==> config.mk <==
export PLATFORM = sky130hd
export DESIGN_NAME = irq_ctrl
export DESIGN_NICKNAME = d
export VERILOG_FILES = /design/src/rtl/irq_ctrl.sv
export SDC_FILE = /design/constraint.sdc
export NUM_CORES = 1
export LEC_CHECK = 0
export CORE_ASPECT_RATIO = 0.6
export CORE_MARGIN = 2
export CORE_UTILIZATION = 46
export CTS_CLUSTER_DIAMETER = 60
export DETAILED_ROUTE_END_ITERATION = 12
export DONT_BUFFER_PORTS = 1
export RECOVER_POWER = 100
export SKIP_CTS_REPAIR_TIMING = 1
export SLEW_MARGIN = 5
export SYNTH_ARGS = -nofsm -noshare
export SYNTH_HDL_FRONTEND = slang
export SYNTH_SLANG_ARGS = --single-unit
export TNS_END_PERCENT = 30
==> constraint.sdc <==
create_clock -name clk -period 3.8 [get_ports clk]
set_clock_uncertainty 0.2 [all_clocks]
set_input_delay 0.76 -clock clk [delete_from_list [all_inputs] [get_ports clk]]
set_output_delay 0.76 -clock clk [all_outputs]
set_load 0.02 [all_outputs]
==> src/rtl/irq_ctrl.sv <==
// irq_ctrl: memory-mapped interrupt controller sitting in front of the core's 5-bit INT input.
// Raw asynchronous requests are synchronized, latched into PEND (level or rising-edge per
// source), masked by EN and registered onto INT. Software accesses the register window on the
// data-memory bus.
//
// Ports:
//   clk   system clock (shared with the core)
//   rst   synchronous active-high reset
//   irq   raw peripheral requests, bit i = source i (asynchronous)
//   addr  bus byte address
//   we    bus write strobe
//   wd    bus write data
//   rd    combinational read data, 0 when the window is not selected
//   sel   window select, addr[31:8] == BASE[31:8]
//   INT   registered interrupt lines to the core, unused upper bits tied 0
//
// Register map (offset = addr[7:0], addr[1:0] ignored):
//   0x00 PEND (ro), 0x04 EN (rw), 0x08 MODE (rw, 1 = edge), 0x0C ACK (w1c, reads 0), 0x10 ID (ro)
//
// N_SRC must be in 1..5 because INT is 5 bits wide.

module irq_ctrl #(
  parameter int unsigned N_SRC = 5,
  parameter logic [31:0] BASE  = 32'h0000_FF00
) (
  input  logic             clk,
  input  logic             rst,
  input  logic [N_SRC-1:0] irq,
  input  logic [31:0]      addr,
  input  logic             we,
  input  logic [31:0]      wd,
  output logic [31:0]      rd,
  output logic             sel,
  output logic [4:0]       INT
);

  localparam logic [5:0] OffPend = 6'h00;
  localparam logic [5:0] OffEn   = 6'h01;
  localparam logic [5:0] OffMode = 6'h02;
  localparam logic [5:0] OffAck  = 6'h03;
  localparam logic [5:0] OffId   = 6'h04;

  logic [N_SRC-1:0] s1_q, s2_q, prev_q;
  logic [N_SRC-1:0] pend_q, pend_d;
  logic [N_SRC-1:0] en_q, en_d;
  logic [N_SRC-1:0] mode_q, mode_d;
  logic [4:0]       int_q, int_d;

  logic [5:0] off;
  logic       wr;
  logic       en_wr, mode_wr, ack_wr;
  logic [2:0] id;

  // Address bits [1:0] and write data above N_SRC have no effect.
  logic unused_bits;
  assign unused_bits = ^{addr[1:0], wd};

  assign sel     = (addr[31:8] == BASE[31:8]);
  assign off     = addr[7:2];
  assign wr      = we && sel;
  assign en_wr   = wr && (off == OffEn);
  assign mode_wr = wr && (off == OffMode);
  assign ack_wr  = wr && (off == OffAck);

  // Next PEND per source. A MODE change flushes the bit so a stale level/edge state never
  // survives a mode switch; in edge mode a new edge beats a simultaneous ACK.
  always_comb begin
    pend_d = pend_q;
    for (int i = 0; i < int'(N_SRC); i++) begin
      if (mode_wr && (wd[i] != mode_q[i])) begin
        pend_d[i] = 1'b0;
      end else if (!mode_q[i]) begin
        pend_d[i] = s2_q[i];
      end else if (s2_q[i] && !prev_q[i]) begin
        pend_d[i] = 1'b1;
      end else if (ack_wr && wd[i]) begin
        pend_d[i] = 1'b0;
      end
    end
  end

  always_comb begin
    en_d   = en_wr   ? wd[N_SRC-1:0] : en_q;
    mode_d = mode_wr ? wd[N_SRC-1:0] : mode_q;
  end

  always_comb begin
    int_d = '0;
    int_d[N_SRC-1:0] = pend_q & en_q;
  end

  always_ff @(posedge clk) begin
    if (rst) begin
      s1_q   <= '0;
      s2_q   <= '0;
      prev_q <= '0;
      pend_q <= '0;
      en_q   <= '0;
      mode_q <= '0;
      int_q  <= '0;
    end else begin
      s1_q   <= irq;
      s2_q   <= s1_q;
      prev_q <= s2_q;
      pend_q <= pend_d;
      en_q   <= en_d;
      mode_q <= mode_d;
      int_q  <= int_d;
    end
  end

  assign INT = int_q;

  // Lowest-numbered active source wins; scanning downward leaves the lowest match last.
  always_comb begin
    id = 3'd0;
    for (int i = int'(N_SRC) - 1; i >= 0; i--) begin
      if (pend_q[i] && en_q[i]) begin
        id = 3'(i + 1);
      end
    end
  end

  always_comb begin
    rd = '0;
    if (sel) begin
      unique case (off)
        OffPend: rd[N_SRC-1:0] = pend_q;
        OffEn:   rd[N_SRC-1:0] = en_q;
        OffMode: rd[N_SRC-1:0] = mode_q;
        OffId:   rd[2:0]       = id;
        default: rd = '0;
      endcase
    end
  end

endmodule

Word-level counts from Yosys, hierarchy flattened
Cells that the tools add are included.
Widths: inputs -> output; s select.
- bits in latches: 0
- flip-flop bits (word level): 35
- output and inout bits: 38
- bits of input ports: 72
- word-level logic and storage cells: 85
- bits in read-only memories: 0
- memories: 0
- memory bits (writable): 0
- $mul: 0
- equal/unequal tests: 15
- shift-type cells: 0
- divide/modulo/power cells: 0
- reduce and logical (&&, ||, !) cells: 35
- $add $sub $neg: 0
- bitwise logic cells: 1
- mux-type cells: 23
- $lt $le $gt $ge: 0
- operators by type and width (cell ; number):
    $eq 24x8->1 const B ; 1
    $logic_and 1x1->1 ; 24
    $mux 1 ; 15
    $mux 3 ; 5
    $ne 3x1->1 const B ; 5
    $eq 6x2->1 const B ; 2
    $pmux 3 s4 ; 1
    $reduce_or 2->1 ; 5
    $eq 6x1->1 const B ; 1
    $eq 6x3->1 const B ; 1
    $logic_not 6->1 ; 1
    $pmux 2 s3 ; 1
    $and 5x5->5 ; 1
    $logic_not 1->1 ; 5
    $mux 5 ; 1
    $ne 1x1->1 ; 5

Longest topological paths before layout
Gate-level depths: netlist (run 1).
- word-level depth: 8
- depth in mapped cells: 6
- gate-level depth less buffers: 4

Least setup slack after synthesis (run 1)
OpenSTA, ideal clock, no wires.
- path kind: input to output
- start point: input port addr[3]
- end point: output port rd[0]
- slack: 693 ps
- stages on the path: 5
- data required time: 2840 ps
- arrival time: 2147 ps
- path buffers: 1
- cells stage by stage: buf_6 or4_4 nor3b_4 o211ai_2 a21oi_1
- word-level cells in the longest chain between the ends: 3
- elaborated cells between the ends (all ways): 6
- classes of those cells: eq/ne (3); mux (2); reduce/logical (1)
- RTL lines (element ; RTL line ; source):
    start, declared ; 29 ; input logic [31:0] addr,
    $eq 6x3->1, or another cell as far along ; 127 ; unique case (off)
    $pmux 3 s4 * ; 127 ;
    $mux 5 * ; 126 ; if (sel) begin
    end, declared ; 32 ; output logic [31:0] rd,
Mark *: on every way between the ends. The rest lies on a longest branch, timed or not.

Final worst setup path (run 1)
- start point: input port addr[27]
- end point: output port rd[0]
- word-level cells in the longest chain between the ends: 2
- RTL lines (element ; RTL line ; source):
    $eq 24x8->1 ; 58 ; assign sel = (addr[31:8] == BASE[31:8]);
    $mux 5 ; 126 ;
Every way passes these cells.

==> results of run 1 <==
## sequential cells by signal, indices dropped and copies added (netlist names)
register and cells:
prev_q 5, pend_q 5, INT 5, s2_q 5, mode_q 5, en_q 5, s1_q 5
## logic make-up after synthesis
family          count (synthesis)  share of synthesized area
compound gates                 53                     0.1783
buf+inv                        37                     0.1357
flops                          35                     0.3726
mux                            10                    0.05456
other cells                     1                   0.001994
simple gates                   82                     0.2568
## metal layers
metal  track usage  routed length [um]
met2        0.2821                1764
met3       0.06552                 512
met4       0.08854                  29
met1        0.2577                1883
met5             0                   0
## where the power goes
part | total (mW) | internal (mW) | switching (mW)
combinational | 0.0475 | 0.0157 | 0.0318
sequential | 0.379 | 0.374 | 0.00446
clock | 0.336 | 0.195 | 0.141
## critical path, delay by kind of cell
| family | cells | cell delay, ps |
|---|---|---|
| compound gates | 2 | 690 |
| simple gates | 2 | 870 |
## layout make-up
class / count / area [um2]
Clock buffer: 5 / 68.82
Clock inverter: 3 / 43.79
Fill cell: 356 / 1896
Multi-Input combinational cell: 172 / 1011
Sequential cell: 35 / 700.7
Tap cell: 47 / 58.81
Timing Repair Buffer: 1 / 7.507
## synthesized netlist by cell type
master and count:
buf_4 28, or4_1 1, nor3b_4 1, a222oi_1 1
a22o_1 5, dfxtp_1 35, and3b_1 3, nor4_1 5
nor4_2 1, mux2i_1 8, buf_2 3, a22oi_1 7
nor2b_1 16, conb_1 1, a211oi_1 5, o211ai_2 1
buf_6 1, o2bb2ai_1 1, nand4_1 3, o21ai_0 16
nor2_1 11, a32o_1 1, clkbuf_1 5, or4_4 1
a21oi_1 16, and4b_1 1, nand2_1 14, and2_1 2
nor4b_2 1, and4_1 4, nand3_1 18, mux2_2 2
## worst min-delay path by stage
stage / from / to / slack [ps] / cells after the start
final: s1_q[4] / s2_q[4] / 240 / 1
after global placement: s1_q[2] / s2_q[2] / 220 / 1
after floorplan: s1_q[0] / s2_q[0] / 210 / 1
after detailed placement: s1_q[0] / s2_q[0] / 230 / 1
after CTS: s1_q[2] / s2_q[2] / 240 / 1
after global routing: s1_q[2] / s2_q[2] / 250 / 1
==> impl_metrics.toml, run 1 <==
[status]
status = "complete, no violations"

[power_and_ir_drop]
p_total_uw = 762.4
powerDensity_nw_per_um2 = 403.3
p_leak_nw = 0.6809
ir_drop_v = 0.0002121

[worst_setup_path]
max_stage_delay_ps = 540
cp-start-kind = "primary input"
rrSetupSlack_ps = 2480
cp_slowest_cell = "and4_1"
ff2ff_path_depth = 3
crit_fanout = 12
reg2reg_to = "pend_q[1]"
worst-setup-path-type = "primary input to output port"
crit_required_ps = 2840
endpoint = "rd[0]"
r2r_start = "mode_q[1]"
cp-end-kind = "output port"
cp-startpoint = "addr[27]"
path_cells = "nor4_1 > and4_1 > o211ai_1 > a21oi_1"
critPathArrivalTime_ps = 2310

[clock_tree]
h-tree-depth = 2
cts_made_buffers = 5
clock_sinks = 35
cts-root-buf = "clkbuf_8"
cts_tree = "yes"
clk_latency_ps = 290
path_clk_slew_ps = 80
cts_max_path_buffers = 2

[synthesis]
syn_inst = 218
synth_area_leaders = "dfxtp_1, buf_4, nor2b_1, nand3_1, a21oi_1"
ys_types = 32
yosysWarnings = 0
ys_seq_elements = 35
synth_area_um2 = 1881
ys_seq_area_frac = 0.3726
yosys.area.top_type = "dfxtp_1"
synth_top_area_share = 0.3726
avgSynthCellArea_um2 = 8.626

[floorplan]
fp.coreArea_um2 = 3786
chipWidth_um = 86.55
pin_count = 110
rows = 17
die_h_um = 53.53
dieArea_um2 = 4632
start_util = 0.4967

[timing]
timing.hold.ws_ps = 238.5
final.setup.tns_ps = 0
maxSlewViolCount = 0
setup_viol = 0
period_share = 0.8607
grt_setup_unrepaired = "no"
slew_headroom = 0.1144
fin_ws_ps = 529.5
worst-slew-pin-transition_ps = 1316
hold_viol = 0
fmax_ghz = 0.3058
period_needed_ps = 3271

[place]
dpl_worst_slack_ps = 583.1
portBuffers = 0
placed_cells = 255
hpwlAfterDp_um = 2963
dpl_cell_area_um2 = 1789
finalWeightedCongestion = 0.8307

[cells_and_area]
layout_commonest_cell = "dfxtp_1"
diodes = 0
finalNonFillerCells = 263
final_layout_size_suffix_gt1_frac = 0.06481
fin_area_um2 = 1891
fin_nets = 287
final_core_util = 0.4993
area_delta_synth_final_pct = 0.5321
final_cell_mix = "dfxtp_1, conb_1, nand3_1"

[drt]
drc_errors = 0
via_count = 1528
first_iter_violations = 105
antenna_left = 0
drt_wl_total_um = 4190
firstDrtPassIters = 4
wl_per_cell_um = 15.93
viasPerCell = 5.810

[global_routing]
antenna_found_initial = 0
grt_pass1_wl_um = 6541
first_global_vias = 1315
gr-total-overflow = 0
grt_use_total = 0.1929
grt_start_max_net_pins = 36

[run]
maxCapViolations = 0

[worst_hold_path]
hp-class = "flop to flop"
Note: power is estimated with default switching activity, not from simulation.
==> inputs of run 2 (changes only) <==
--- a/config.mk
+++ b/config.mk
@@ -7,10 +7,10 @@
 export LEC_CHECK = 0
 export CORE_ASPECT_RATIO = 0.6
 export CORE_MARGIN = 2
-export CORE_UTILIZATION = 46
+export CORE_UTILIZATION = 41
 export CTS_CLUSTER_DIAMETER = 60
 export DETAILED_ROUTE_END_ITERATION = 12
-export DONT_BUFFER_PORTS = 1
+export PLACE_DENSITY = 0.86
 export RECOVER_POWER = 100
 export SKIP_CTS_REPAIR_TIMING = 1
 export SLEW_MARGIN = 5
==> run 2 against run 1 <==
- count of clock-buffer cells in the layout up 2
- setup slack got worse by 430 ps
- global-route usage barely moved
- flip-flop and latch count unchanged
- sequential power hardly changed
- worst hold slack got worse by 0.68 ps
- register-to-register slack gained 30 ps
- combinational power increased by 140%
- cell count is 30% higher
- first-iteration DRC count increased by 50%
==> impl_metrics.toml, run 2 (synthesis gave the netlist of run 1 again) <==
[clock_tree]
h-tree-depth = 2
clock_sinks = 35
cts_tree = "yes"
clk_latency_ps = 300
path_clk_slew_ps = 70
cts-root-buf = "clkbuf_8"
cts_made_buffers = 5
cts_max_path_buffers = 2

[worst_setup_path]
r2r_start = "mode_q[0]"
rrSetupSlack_ps = 2510
worst-setup-path-type = "primary input to output port"
path_cells = "clkdlybuf4s50_1 > nor4_1 > and4_1 > nand3_1 > nor2_1 > clkdlybuf4s50_1"
cp-start-kind = "primary input"
crit_required_ps = 2840
ff2ff_path_depth = 3
reg2reg_to = "pend_q[0]"
critPathArrivalTime_ps = 2740
cp-startpoint = "addr[23]"
crit_top_cell = "clkdlybuf4s50_1"
crit_fanout = 3
cp_slowest_cell = "clkdlybuf4s50_1"
cp-end-kind = "output port"
max_stage_delay_ps = 630

[floorplan]
fp.coreArea_um2 = 4493
die_h_um = 56.46
pin_count = 110
chipWidth_um = 91.43
dieArea_um2 = 5162
rows = 19
start_util = 0.4185

[cells_and_area]
diodes = 0
final_layout_size_suffix_gt1_frac = 0.08244
layout_commonest_cell = "clkdlybuf4s50_1"
fin_nets = 350
final_cell_mix = "clkdlybuf4s50_1, dfxtp_1, conb_1"
finalNonFillerCells = 342
fin_area_um2 = 2489
area_delta_synth_final_pct = 32.34

[timing]
setup_viol = 0
period_share = 0.9734
period_needed_ps = 3699
fmax_ghz = 0.2703
grt_setup_unrepaired = "no"
maxSlewViolCount = 0
final.setup.tns_ps = 0
worst-slew-pin-transition_ps = 1205
slew_headroom = 0.1937
hold_viol = 0

[drt]
firstDrtPassIters = 4
viasPerCell = 5.082
antenna_left = 0
first_iter_violations = 158
wl_per_cell_um = 13.76
drc_errors = 0
drt_wl_total_um = 4707
via_count = 1738

[worst_hold_path]
whs_endpoint = "s2_q[0]"
min_delay_path_depth = 1
min_from = "s1_q[0]"
hp-class = "flop to flop"

[global_routing]
first_global_vias = 1605
grt_use_total = 0.1925
antenna_found_initial = 0
gr-total-overflow = 0
grt_start_max_net_pins = 36
grt_pass1_wl_um = 7741

[power_and_ir_drop]
ir_drop_v = 0.0002008
powerDensity_nw_per_um2 = 304.6
p_leak_nw = 0.9373

[place]
dpl_cell_area_um2 = 2427
finalWeightedCongestion = 0.8210
placed_cells = 334
hpwlAfterDp_um = 3543
portBuffers = 53

[run]
maxCapViolations = 0

[status]
status = "complete, no violations"
run 2: cell count changes in the layout (fill, tap and decap cells not counted):
| cell | previous run | this run |
|---|---|---|
| buf_12 | 0 | 1 |
| clkbuf_1 | 0 | 7 |
| dlygate4sd3_1 | 0 | 7 |
| buf_4 | 1 | 7 |
| nor4_2 | 0 | 2 |
| o211ai_2 | 0 | 1 |
| clkbuf_4 | 0 | 1 |
| o211ai_1 | 1 | 0 |
| nor4_1 | 6 | 4 |
| clkdlybuf4s50_1 | 0 | 43 |
| bufinv_16 | 1 | 0 |
| clkinv_4 | 1 | 0 |
run 2: final cells by class:
class | count | area (um2)
repair buffers | 64 | 599.3
flip-flops and latches | 35 | 700.7
clock buffers | 7 | 76.32
clock inverters | 1 | 5.005
well taps | 63 | 78.83
multi-input cells | 172 | 1028
fillers | 429 | 2004
run 2: report_power, final:
group / internal, mW / switching [mW] / leakage (nW)
sequential: 0.374 / 0.00451 / 0.285
combinational: 0.0580 / 0.0564 / 0.610
clock: 0.129 / 0.136 / 0.0422
run 2: worst max-delay path: cells and delay by family:
kind	cells	cell delay (ps)
buf+inv	2	1040
simple gates	4	930
run 2: metal layers:
metal,track usage,wire length [um]
met5,0,0
met4,0.07576,70
met3,0.05638,368
met2,0.2805,2090
met1,0.2675,2177
run 2: worst max path at each step:
| stage | to | slack (ps) | cells after the start |
|---|---|---|---|
| 6_report | rd[3] | 100 | 6 |
| 4_1_cts | rd[1] | -160 | 6 |
| 3_5_place_dp | rd[1] | -150 | 6 |
| 5_1_grt | rd[3] | 20 | 6 |
| 3_3_place_gp | rd[0] | -130 | 6 |
| 2_1_floorplan | rd[0] | 690 | 5 |
run 2: metrics by stage:
stage	hold WS (ps)	util	setup WS [ps]	power, mW
2_1_floorplan	213.8	-	692.6	0.4631
3_3_place_gp	216.7	0.5402	-128.7	0.4979
3_5_place_dp	223.9	0.5402	-151.9	0.5008
4_1_cts	240.6	0.5583	-157.5	0.7627
5_1_grt	258.8	0.5539	19.67	0.7949
6_report	237.8	0.5539	101.0	0.7580
